<file path="src/rtl/heartbeat_monitor_pkg.sv">
// ============================================================================
// Module : heartbeat_monitor_pkg
// Brief  : Shared types, default timing and tolerance helper for the heartbeat
//          generator/monitor pair.
// Rev    : 1.0  initial release
// ============================================================================
`default_nettype none

package heartbeat_monitor_pkg;

  typedef int unsigned u32;

  localparam u32 c_MODULO_DEFAULT = 32'd12_000_000;
  localparam u32 c_DUTY_DEFAULT   = 32'd600_000;

  typedef enum logic [1:0] {
    IDLE    = 2'd0,
    MEASURE = 2'd1,
    LOCKED  = 2'd2,
    LOST    = 2'd3
  } hb_state_e;

  // 33-bit magnitude difference so neither direction can wrap.
  function automatic logic within_tol(input u32 meas, input u32 target, input u32 tol);
    logic [32:0] a;
    logic [32:0] b;
    logic [32:0] d;
    a = {1'b0, meas};
    b = {1'b0, target};
    d = (a >= b) ? (a - b) : (b - a);
    return (d <= {1'b0, tol});
  endfunction

endpackage

`default_nettype wire

</file>
<file path="src/rtl/hb_sync_edge.sv">
// ============================================================================
// Module : hb_sync_edge
// Brief  : Two-flop synchronizer, optional glitch filter
//          (HEARTBEAT_MON_GLITCH_FILTER_EN) and registered edge detect.
// Rev    : 1.0  initial release
// ============================================================================
`default_nettype none

module hb_sync_edge #(
  parameter int unsigned FILT_LEN = 4
) (
  input  logic clk,
  input  logic rst,
  input  logic i_async,
  output logic o_level,
  output logic o_rise,
  output logic o_fall
);

`ifdef HEARTBEAT_MON_GLITCH_FILTER_EN
  localparam bit c_FILT_EN = 1'b1;
`else
  localparam bit c_FILT_EN = 1'b0;
`endif

  logic r_sync1;
  logic r_sync2;
  logic r_level;
  logic r_rise;
  logic r_fall;
  logic w_src;

  always_ff @(posedge clk or posedge rst) begin
    if (rst) begin
      r_sync1 <= 1'b0;
      r_sync2 <= 1'b0;
    end else begin
      r_sync1 <= i_async;
      r_sync2 <= r_sync1;
    end
  end

  generate
    if (c_FILT_EN && (FILT_LEN > 0)) begin : g_filter
      localparam int unsigned c_CNT_W = (FILT_LEN > 1) ? $clog2(FILT_LEN) : 1;
      logic [c_CNT_W-1:0] r_stab_cnt;
      logic               r_filt;

      // Level flips only after FILT_LEN consecutive cycles at the new value.
      always_ff @(posedge clk or posedge rst) begin
        if (rst) begin
          r_stab_cnt <= '0;
          r_filt     <= 1'b0;
        end else if (r_sync2 == r_filt) begin
          r_stab_cnt <= '0;
        end else if (r_stab_cnt == c_CNT_W'(FILT_LEN - 1)) begin
          r_stab_cnt <= '0;
          r_filt     <= r_sync2;
        end else begin
          r_stab_cnt <= r_stab_cnt + 1'b1;
        end
      end

      assign w_src = r_filt;
    end else begin : g_bypass
      assign w_src = r_sync2;
    end
  endgenerate

  always_ff @(posedge clk or posedge rst) begin
    if (rst) begin
      r_level <= 1'b0;
      r_rise  <= 1'b0;
      r_fall  <= 1'b0;
    end else begin
      r_level <= w_src;
      r_rise  <= w_src & ~r_level;
      r_fall  <= ~w_src & r_level;
    end
  end

  assign o_level = r_level;
  assign o_rise  = r_rise;
  assign o_fall  = r_fall;

endmodule

`default_nettype wire

</file>
<file path="src/rtl/heartbeat_monitor.sv">
// ============================================================================
// Module : heartbeat_monitor
// Brief  : Measures period/high time of an incoming heartbeat and reports
//          lock, loss and error count. Glitch filter: HEARTBEAT_MON_GLITCH_FILTER_EN.
// Rev    : 1.0  initial release
// ============================================================================
`default_nettype none

module heartbeat_monitor
  import heartbeat_monitor_pkg::*;
#(
  parameter u32 MODULO     = c_MODULO_DEFAULT,
  parameter u32 DUTY       = c_DUTY_DEFAULT,
  parameter u32 TOL        = 32'd1_000,
  parameter u32 LOCK_COUNT = 32'd4,
  parameter u32 TIMEOUT    = 32'd24_000_000,
  parameter u32 FILT_LEN   = 32'd4
) (
  input  logic        clk,
  input  logic        rst,
  input  logic        i_heartbeat,
  output logic        o_locked,
  output logic        o_lost,
  output logic        o_meas_valid,
  output logic [31:0] o_period,
  output logic [31:0] o_high_time,
  output logic [15:0] o_err_count
);

  hb_state_e   r_state;
  hb_state_e   w_state_nxt;
  u32          r_per_cnt;
  u32          r_hi_cnt;
  u32          r_high_hold;
  logic        r_fall_seen;
  u32          r_good_cnt;
  u32          w_good_nxt;
  logic [15:0] r_err_count;
  logic        r_meas_valid;
  logic [31:0] r_period;
  logic [31:0] r_high_time;

  logic w_level;
  logic w_rise;
  logic w_fall;
  logic w_timeout;
  logic w_good;
  logic w_eval;
  logic w_err_inc;
  u32   w_period;
  u32   w_high;

  hb_sync_edge #(
    .FILT_LEN (FILT_LEN)
  ) u_sync_edge (
    .clk     (clk),
    .rst     (rst),
    .i_async (i_heartbeat),
    .o_level (w_level),
    .o_rise  (w_rise),
    .o_fall  (w_fall)
  );

  assign w_period  = r_per_cnt + 32'd1;
  // Without a fall since the last rise the line stuck high: report the running count.
  assign w_high    = r_fall_seen ? r_high_hold : r_hi_cnt;
  assign w_good    = within_tol(w_period, MODULO, TOL) && within_tol(w_high, DUTY, TOL);
  // Fires on the cycle per_cnt steps onto TIMEOUT; a coincident rise takes precedence.
  assign w_timeout = (r_per_cnt >= (TIMEOUT - 32'd1));

  always_ff @(posedge clk or posedge rst) begin
    if (rst) begin
      r_state     <= IDLE;
      r_good_cnt  <= '0;
      r_err_count <= '0;
    end else begin
      r_state    <= w_state_nxt;
      r_good_cnt <= w_good_nxt;
      if (w_err_inc && (r_err_count != 16'hFFFF)) begin
        r_err_count <= r_err_count + 16'd1;
      end
    end
  end

  always_comb begin
    w_state_nxt = r_state;
    w_good_nxt  = r_good_cnt;
    w_eval      = 1'b0;
    w_err_inc   = 1'b0;
    case (r_state)
      IDLE, LOST: begin
        if (w_rise) begin
          w_state_nxt = MEASURE;
          w_good_nxt  = '0;
        end else if ((r_state == IDLE) && w_timeout) begin
          w_state_nxt = LOST;
        end
      end
      MEASURE: begin
        if (w_rise) begin
          w_eval = 1'b1;
          if (w_good) begin
            w_good_nxt = r_good_cnt + 32'd1;
            if ((r_good_cnt + 32'd1) >= LOCK_COUNT) begin
              w_state_nxt = LOCKED;
            end
          end else begin
            w_good_nxt = '0;
            w_err_inc  = 1'b1;
          end
        end else if (w_timeout) begin
          w_state_nxt = LOST;
        end
      end
      LOCKED: begin
        if (w_rise) begin
          w_eval = 1'b1;
          if (!w_good) begin
            w_state_nxt = MEASURE;
            w_good_nxt  = '0;
            w_err_inc   = 1'b1;
          end
        end else if (w_timeout) begin
          w_state_nxt = LOST;
        end
      end
      default: w_state_nxt = IDLE;
    endcase
  end

  always_comb begin
    o_locked = (r_state == LOCKED);
    o_lost   = (r_state == LOST);
  end

  always_ff @(posedge clk or posedge rst) begin
    if (rst) begin
      r_per_cnt    <= '0;
      r_hi_cnt     <= '0;
      r_high_hold  <= '0;
      r_fall_seen  <= 1'b0;
      r_meas_valid <= 1'b0;
      r_period     <= '0;
      r_high_time  <= '0;
    end else begin
      if (w_rise) begin
        r_per_cnt <= '0;
      end else if (r_per_cnt < TIMEOUT) begin
        r_per_cnt <= r_per_cnt + 32'd1;
      end

      if (w_rise) begin
        r_hi_cnt <= '0;
      end else if (w_level && (r_hi_cnt < TIMEOUT)) begin
        r_hi_cnt <= r_hi_cnt + 32'd1;
      end

      // +1 accounts for the high cycle on which the rise pulse cleared hi_cnt.
      if (w_fall) begin
        r_high_hold <= (r_hi_cnt < TIMEOUT) ? (r_hi_cnt + 32'd1) : TIMEOUT;
        r_fall_seen <= 1'b1;
      end else if (w_rise) begin
        r_fall_seen <= 1'b0;
      end

      r_meas_valid <= w_eval;
      if (w_eval) begin
        r_period    <= w_period;
        r_high_time <= w_high;
      end
    end
  end

  assign o_meas_valid = r_meas_valid;
  assign o_period     = r_period;
  assign o_high_time  = r_high_time;
  assign o_err_count  = r_err_count;

endmodule

`default_nettype wire

</file>
<file path="config.mk">
export PLATFORM = sky130hd
export DESIGN_NAME = heartbeat_monitor
export DESIGN_NICKNAME = d
export VERILOG_FILES = /design/src/rtl/heartbeat_monitor_pkg.sv /design/src/rtl/hb_sync_edge.sv /design/src/rtl/heartbeat_monitor.sv
export SDC_FILE = /design/constraint.sdc
export NUM_CORES = 1
export LEC_CHECK = 0
export CAP_MARGIN = 20
export CORE_ASPECT_RATIO = 0.5
export CORE_MARGIN = 5
export CORE_UTILIZATION = 61
export CTS_CLUSTER_DIAMETER = 50
export CTS_CLUSTER_SIZE = 24
export DETAILED_ROUTE_END_ITERATION = 6
export PLACE_DENSITY = 0.81
export SYNTH_ARGS = -nofsm -noshare
export SYNTH_HDL_FRONTEND = slang
export SYNTH_SLANG_ARGS = --single-unit
</file>
<file path="constraint.sdc">
create_clock -name clk -period 10.5 [get_ports clk]
set_input_delay 2.1 -clock clk [delete_from_list [all_inputs] [get_ports clk]]
set_output_delay 2.1 -clock clk [all_outputs]
set_load 0.03 [all_outputs]
</file>
Yosys cells after proc, flatten, opt, wreduce, memory -nomap -nowiden
Cells that the tools add are included.
{"block": "word_totals", "ff_bits": 217, "input_bits": 3, "output_inout_bits": 83}
{"block": "classes", "addsub": 8, "bitwise_logic": 4, "n_reduce_logical": 12, "eq_ne": 12, "n_lt_le_gt_ge": 8, "mux": 30}
{"op": "32-bit two-way mux", "n": 11}
{"op": "32-bit by 1-bit adder with 32-bit output (second input constant)", "n": 3}
{"op": "32-bit case mux with 3 select lines", "n": 1}
{"op": "33-bit by 10-bit less-or-equal comparator with 1-bit output (second input constant)", "n": 2}
{"op": "33-bit two-way mux", "n": 2}
{"op": "32-bit by 25-bit < comparator with 1-bit output (second input constant)", "n": 2}
{"op": "20-bit by 32-bit subtractor with 33-bit output (first input constant)", "n": 1}
{"op": "24-bit by 32-bit subtractor with 33-bit output (first input constant)", "n": 1}
{"op": "32-bit by 20-bit subtractor with 33-bit output (second input constant)", "n": 1}
{"op": "32-bit by 24-bit subtractor with 33-bit output (second input constant)", "n": 1}
{"op": "32-bit by 20-bit greater-or-equal comparator with 1-bit output (second input constant)", "n": 1}
{"op": "32-bit by 24-bit greater-or-equal comparator with 1-bit output (second input constant)", "n": 1}
{"op": "32-bit by 25-bit greater-or-equal comparator with 1-bit output (second input constant)", "n": 1}
{"op": "32-bit by 3-bit greater-or-equal comparator with 1-bit output (second input constant)", "n": 1}
{"op": "16-bit by 1-bit adder with 16-bit output (second input constant)", "n": 1}
{"op": "2-bit two-way mux", "n": 8}
{"op": "16-bit != test (second input constant)", "n": 1}
{"op": "3-bit != test (second input constant)", "n": 3}
{"op": "4-bit AND reduction", "n": 2}
{"op": "1-bit two-way mux", "n": 7}
{"op": "2-bit by 1-bit != test with 1-bit output (second input constant)", "n": 3}
{"op": "2-bit case mux with 3 select lines", "n": 1}
{"op": "2-bit nonzero test", "n": 3}
{"op": "2-bit equality test (second input constant)", "n": 2}
{"op": "8 further kinds", "n": 14}

Logic depth before layout (Yosys ltp)
{"block": "logic_depth", "ltp_word": 9, "depth_mapped": 25}

Cells and area by module
A second synthesis with hierarchy kept.
{"block": "unflattened", "hier_cells": 1765, "area_unflattened_um2": 14930.6}
{"mod": "heartbeat_monitor", "seq_area_each_um2": 5305.1, "n_inst": 1, "cells_per_inst": 1757, "area_each_um2": 14786.7}
{"mod": "hb_sync_edge", "seq_area_each_um2": 125.1, "n_inst": 1, "cells_per_inst": 8, "area_each_um2": 143.9}

Worst setup path after synthesis
OpenSTA, ideal clock, no wires.
{"block": "synth_timing", "path_type": "register -> register", "from": "register r_fall_seen", "to": "register r_state[0]", "n_path_buf": 8, "t_arrival_ns": 5.965, "slack_ns": 4.404, "required_ns": 10.370, "path_stages_with_launch": 24, "path_cell_list": "dfrtp_1 -> buf_2 -> buf_2 -> buf_2 -> buf_1 -> buf_1 -> buf_1 -> buf_2 -> mux2_2 -> ha_1 -> a21boi_1 -> nand3_1 -> o31ai_2 -> o21ai_1 -> xor2_1 -> or4_1 -> nor4b_1 -> o2111ai_1 -> nor4b_1 -> o2111ai_1 -> or4_1 -> buf_2 -> a21oi_1 -> a21oi_1"}
{"element": "from (decl)", "line": "heartbeat_monitor.sv:35", "text": "logic r_fall_seen;"}
{"element": "from (signal assigned)", "line": "heartbeat_monitor.sv:141", "text": "r_fall_seen <= 1'b0;"}
{"element": "from (signal assigned)", "line": "heartbeat_monitor.sv:161", "text": "r_fall_seen <= 1'b1;"}
{"element": "from (signal assigned)", "line": "heartbeat_monitor.sv:163", "text": "r_fall_seen <= 1'b0;"}
{"element": "to (signal assigned)", "line": "heartbeat_monitor.sv:77", "text": "r_state <= w_state_nxt;"}
{"element": "to (decl)", "line": "heartbeat_monitor.sv:30", "text": "hb_state_e r_state;"}

Worst setup path in the final report
{"block": "layout_timing", "from": "register r_per_cnt[0] in the netlist's numbering", "to": "register r_good_cnt[3] in the netlist's numbering"}
{"block": "layout_via", "elab_chain_cells": 8, "word_cells_on_any_way": 12, "cone_classes": "add/sub (3); order compare (2); eq/ne (1); mux (4); reduce/logical (2)"}
{"element": "from (decl)", "line": "heartbeat_monitor.sv:32", "text": "u32 r_per_cnt;"}
{"element": "from (signal assigned)", "line": "heartbeat_monitor.sv:149", "text": "r_per_cnt <= r_per_cnt + 32'd1;"}
{"element": "32-bit by 1-bit adder with 32-bit output *", "line": "heartbeat_monitor.sv:64", "text": "assign w_period = r_per_cnt + 32'd1;"}
{"element": "24-bit by 32-bit subtractor with 33-bit output (tied with other cells)", "line": "heartbeat_monitor_pkg.sv:30", "text": "d = (a >= b) ? (a - b) : (b - a);"}
{"element": "33-bit two-way mux *", "line": "heartbeat_monitor_pkg.sv:30"}
{"element": "33-bit by 10-bit less-or-equal comparator with 1-bit output *", "line": "heartbeat_monitor_pkg.sv:31", "text": "return (d <= {1'b0, tol});"}
{"element": "1-bit logical AND *", "line": "heartbeat_monitor.sv:67", "text": "assign w_good = within_tol(w_period, MODULO, TOL) && within_tol(w_high, DUTY, TOL);"}
{"element": "32-bit two-way mux", "line": "heartbeat_monitor.sv:102", "text": "if (w_good) begin"}
{"element": "32-bit two-way mux", "line": "heartbeat_monitor.sv:100", "text": "if (w_rise) begin"}
{"element": "32-bit case mux with 3 select lines", "line": "heartbeat_monitor.sv:90", "text": "case (r_state)"}
{"element": "to (signal assigned)", "line": "heartbeat_monitor.sv:78", "text": "r_good_cnt <= w_good_nxt;"}
{"element": "to (decl)", "line": "heartbeat_monitor.sv:36", "text": "u32 r_good_cnt;"}
Mark *: on every way between the ends. The rest lies on a longest branch, timed or not. The select of a mux whose other input is x is not followed.
A chain may end at the register's enable or synchronous reset.

==> impl_metrics.json <==
{
  "status": "completed",
  "yosysTopAreaCell": "dfrtp_1",
  "grt_max_degree": 146,
  "timing.slew.headroom_pct": 30.97,
  "worstPathMaxFanout": 23,
  "finalCritPeriodShare_pct": 66.04,
  "routedWlPerCell_um": 19.79,
  "cts_root_buffer": "clkbuf_16",
  "synthFlopType": "dfrtp_1",
  "syn2layout_area_growth_pct": 9.220,
  "postLayoutCoreUtil_pct": 68.57,
  "finClkSkew_ns": 0.01772,
  "ys_ff_latch": 217,
  "grt_remaining_overflow": 0,
  "drtIter0Drc": 1239,
  "clock_path_buffers": 3,
  "die_w_um": 228.2,
  "gp_congestion": 0.9546,
  "required_ns": 10.90,
  "syn-cell-area_mm2": 0.01452,
  "power_density_mw_per_mm2": 145.6,
  "cts.clk_slew.worst_paths_ns": 0.09,
  "coreArea_mm2": 0.02313,
  "vias": 13310,
  "fmax_mhz": 144.2,
  "clkSinkCount": 217,
  "synth.distinct_cells": 94,
  "final.min_clock_period_ns": 6.934,
  "ys_seq_area_share_pct": 37.40,
  "synth.most_common_cell": "dfrtp_1",
  "dieArea_mm2": 0.02718,
  "firstDrtPassIters": 5,
  "cts-buffers-inserted": 15,
  "grt_usage_pct": 28.91,
  "fp.dieH_um": 119.1,
  "ir_drop_mv": 0.1840,
  "grt_pass1_wl_mm": 66.29,
  "wl_mm": 40.69,
  "start_util_pct": 62.78,
  "drv_cap": 0,
  "io_buffers": 85,
  "synth_edf_count": 0,
  "setup_viol": 0,
  "cp-end-kind": "flop",
  "rsz0062_at_grt": "false",
  "worstMarginPinSlew_ns": 1.035,
  "min-delay-path-class": "reg2reg",
  "avgSynthCellArea_um2": 8.307,
  "netlist_instances": 1748,
  "cp-start-kind": "flop",
  "cts_tree": "yes",
  "synthArstFlopShare_pct": 100.0,
  "ctsHoldBuffers": 0,
  "leakagePower_nw": 6.366,
  "drc": 0,
  "yosys-top-cells-area": "dfrtp_1 (37%), nand2_1 (5.2%), xnor2_1 (4.8%), o21ai_0 (4.2%), xor2_1 (4.2%)",
  "place_area_mm2": 0.01534,
  "avgViaCountPerCell": 6.472,
  "fin_nets": 1756,
  "antenna_found_initial": 0,
  "grt_pass1_vias": 12520,
  "drv_slew": 0,
  "rows": 39,
  "cts-resized-gates": 0,
  "n_antenna_cell": 0,
  "synth_nets": 1763,
  "antenna_left": 0,
  "worst_ep_arrival_time_ns": 7.34,
  "final.setup.tns_ns": 0,
  "dpl.hpwl_mm": 29.04,
  "worstSetupPathType": "reg2reg",
  "insertion_delay_ns": 0.51,
  "yosysWarnings": 0,
  "io_pins": 86,
  "synthTopCellsByCount": "dfrtp_1 (217), nand2_1 (200), nor2_1 (135), o21ai_0 (121), a21oi_1 (85)",
  "drive_gt1_share_pct": 5.260,
  "cts_setup_buffers": 0,
  "synth_top_area_share_pct": 37.40,
  "hold_viol_final": 0,
  "design_area_mm2": 0.01586,
  "h-tree-depth": 1
}
[per-layer routing]
metal	GRT usage, %	routed length [µm]	vias to the layer above
met5	0	0	-
met4	6.418	902	0
met3	4.018	2463	80
met2	47.56	19030	499
met1	41.30	18290	6460
li1	-	-	6267
[power breakdown]
group | switching [mW] | internal [mW] | total, mW
registers | 0.0877 | 0.903 | 0.990
logic | 0.439 | 0.253 | 0.692
clock network | 0.326 | 0.301 | 0.627
[final cells by class]
class	count	area, µm²
clock buffers	15	375.4
clock inverters	10	112.6
fillers	1871	7271
inverters	61	236.5
multi-input cells	1351	8362
flip-flops and latches	217	5435
well taps	307	384.1
repair buffers	95	953.4
[logic make-up (layout without fill, tap and decap cells)]
kind of cell               count (synthesis)  after routing  share of synthesized area (%)
and+or+nand+nor                          716            716                          24.89
AOI/OAI and AO/OA                        426            426                          19.10
DFF                                      217            217                          37.40
buffers and inverters                    180            181                          5.153
xor gates and xnor gates                 149            149                          9.039
muxes                                     48             48                          3.378
adders and majority gates                 12             12                          1.034
[path summary, 6_finish.rpt]
check,slack (ns),end,start,depth (start not counted)
max,3.57,r_good_cnt[3],r_per_cnt[0],14
min,0.36,u_sync_edge.r_sync2,u_sync_edge.r_sync1,0
max reg2reg,3.57,r_good_cnt[3],r_per_cnt[0],14
min reg2reg,0.36,u_sync_edge.r_sync2,u_sync_edge.r_sync1,0
max in group asynchronous,7.48,o_err_count[15],rst,3
min in group asynchronous,1.88,o_period[6],rst,2
[worst max-delay path: stages, from the launching register on]
cell	delay, ns
dfrtp_1	0.52
ha_1	0.67
nand4_2	0.38
or4_1	0.81
or3_4	0.42
a22oi_2	0.34
and2_1	0.24
a41oi_2	0.41
a2111oi_1	0.75
o221ai_1	0.23
a211oi_2	0.37
o2111ai_4	0.35
nor3_2	0.26
nand2_1	0.54
o41ai_1	0.50
[flip-flops by register name (all words and copies together) (netlist names)]
signal and flops:
o_high_time 32, o_period 32, r_good_cnt 32, r_hi_cnt 32, r_high_hold 32, r_per_cnt 32
o_err_count 16, r_state 2, o_meas_valid 1, r_fall_seen 1, u_sync_edge.o_fall 1, u_sync_edge.o_level 1
u_sync_edge.o_rise 1, u_sync_edge.r_sync1 1, u_sync_edge.r_sync2 1
[per-stage QoR]
stage	hold WS [ns]	power, mW	worst slack (ns)	std cells
floorplan	0.3312	1.471	2.464	1748
global placement	0.3378	1.659	3.867	2029
detailed placement	0.3387	1.689	3.646	2030
CTS	0.3598	2.312	3.636	2055
global route	0.3749	2.431	3.093	2056
finish	0.3595	2.309	3.566	2056
[layout by cell type, fill, tap and decap left out, types with 8 or more instances in the layout]
master           count
a211oi_1            14
a21oi_1             85
a22oi_1              8
a31oi_1             20
and2_1              18
and3_1              27
buf_4                8
clkbuf_16           15
clkdlybuf4s50_1     85
dfrtp_1            215
ha_1                12
inv_1               60
mux2i_1             40
nand2_1            199
nand2b_1            11
nand3_1             82
nand4_1             35
nor2_1             135
nor2b_1             22
nor3_1              56
nor4_1              29
nor4b_1              8
o21ai_0            121
o21ai_1             31
o22ai_1             22
o31ai_1             14
or2_2               11
or3_1               31
or4_1               13
xnor2_1             79
xor2_1              69
Power figures use the tool's default switching activity.
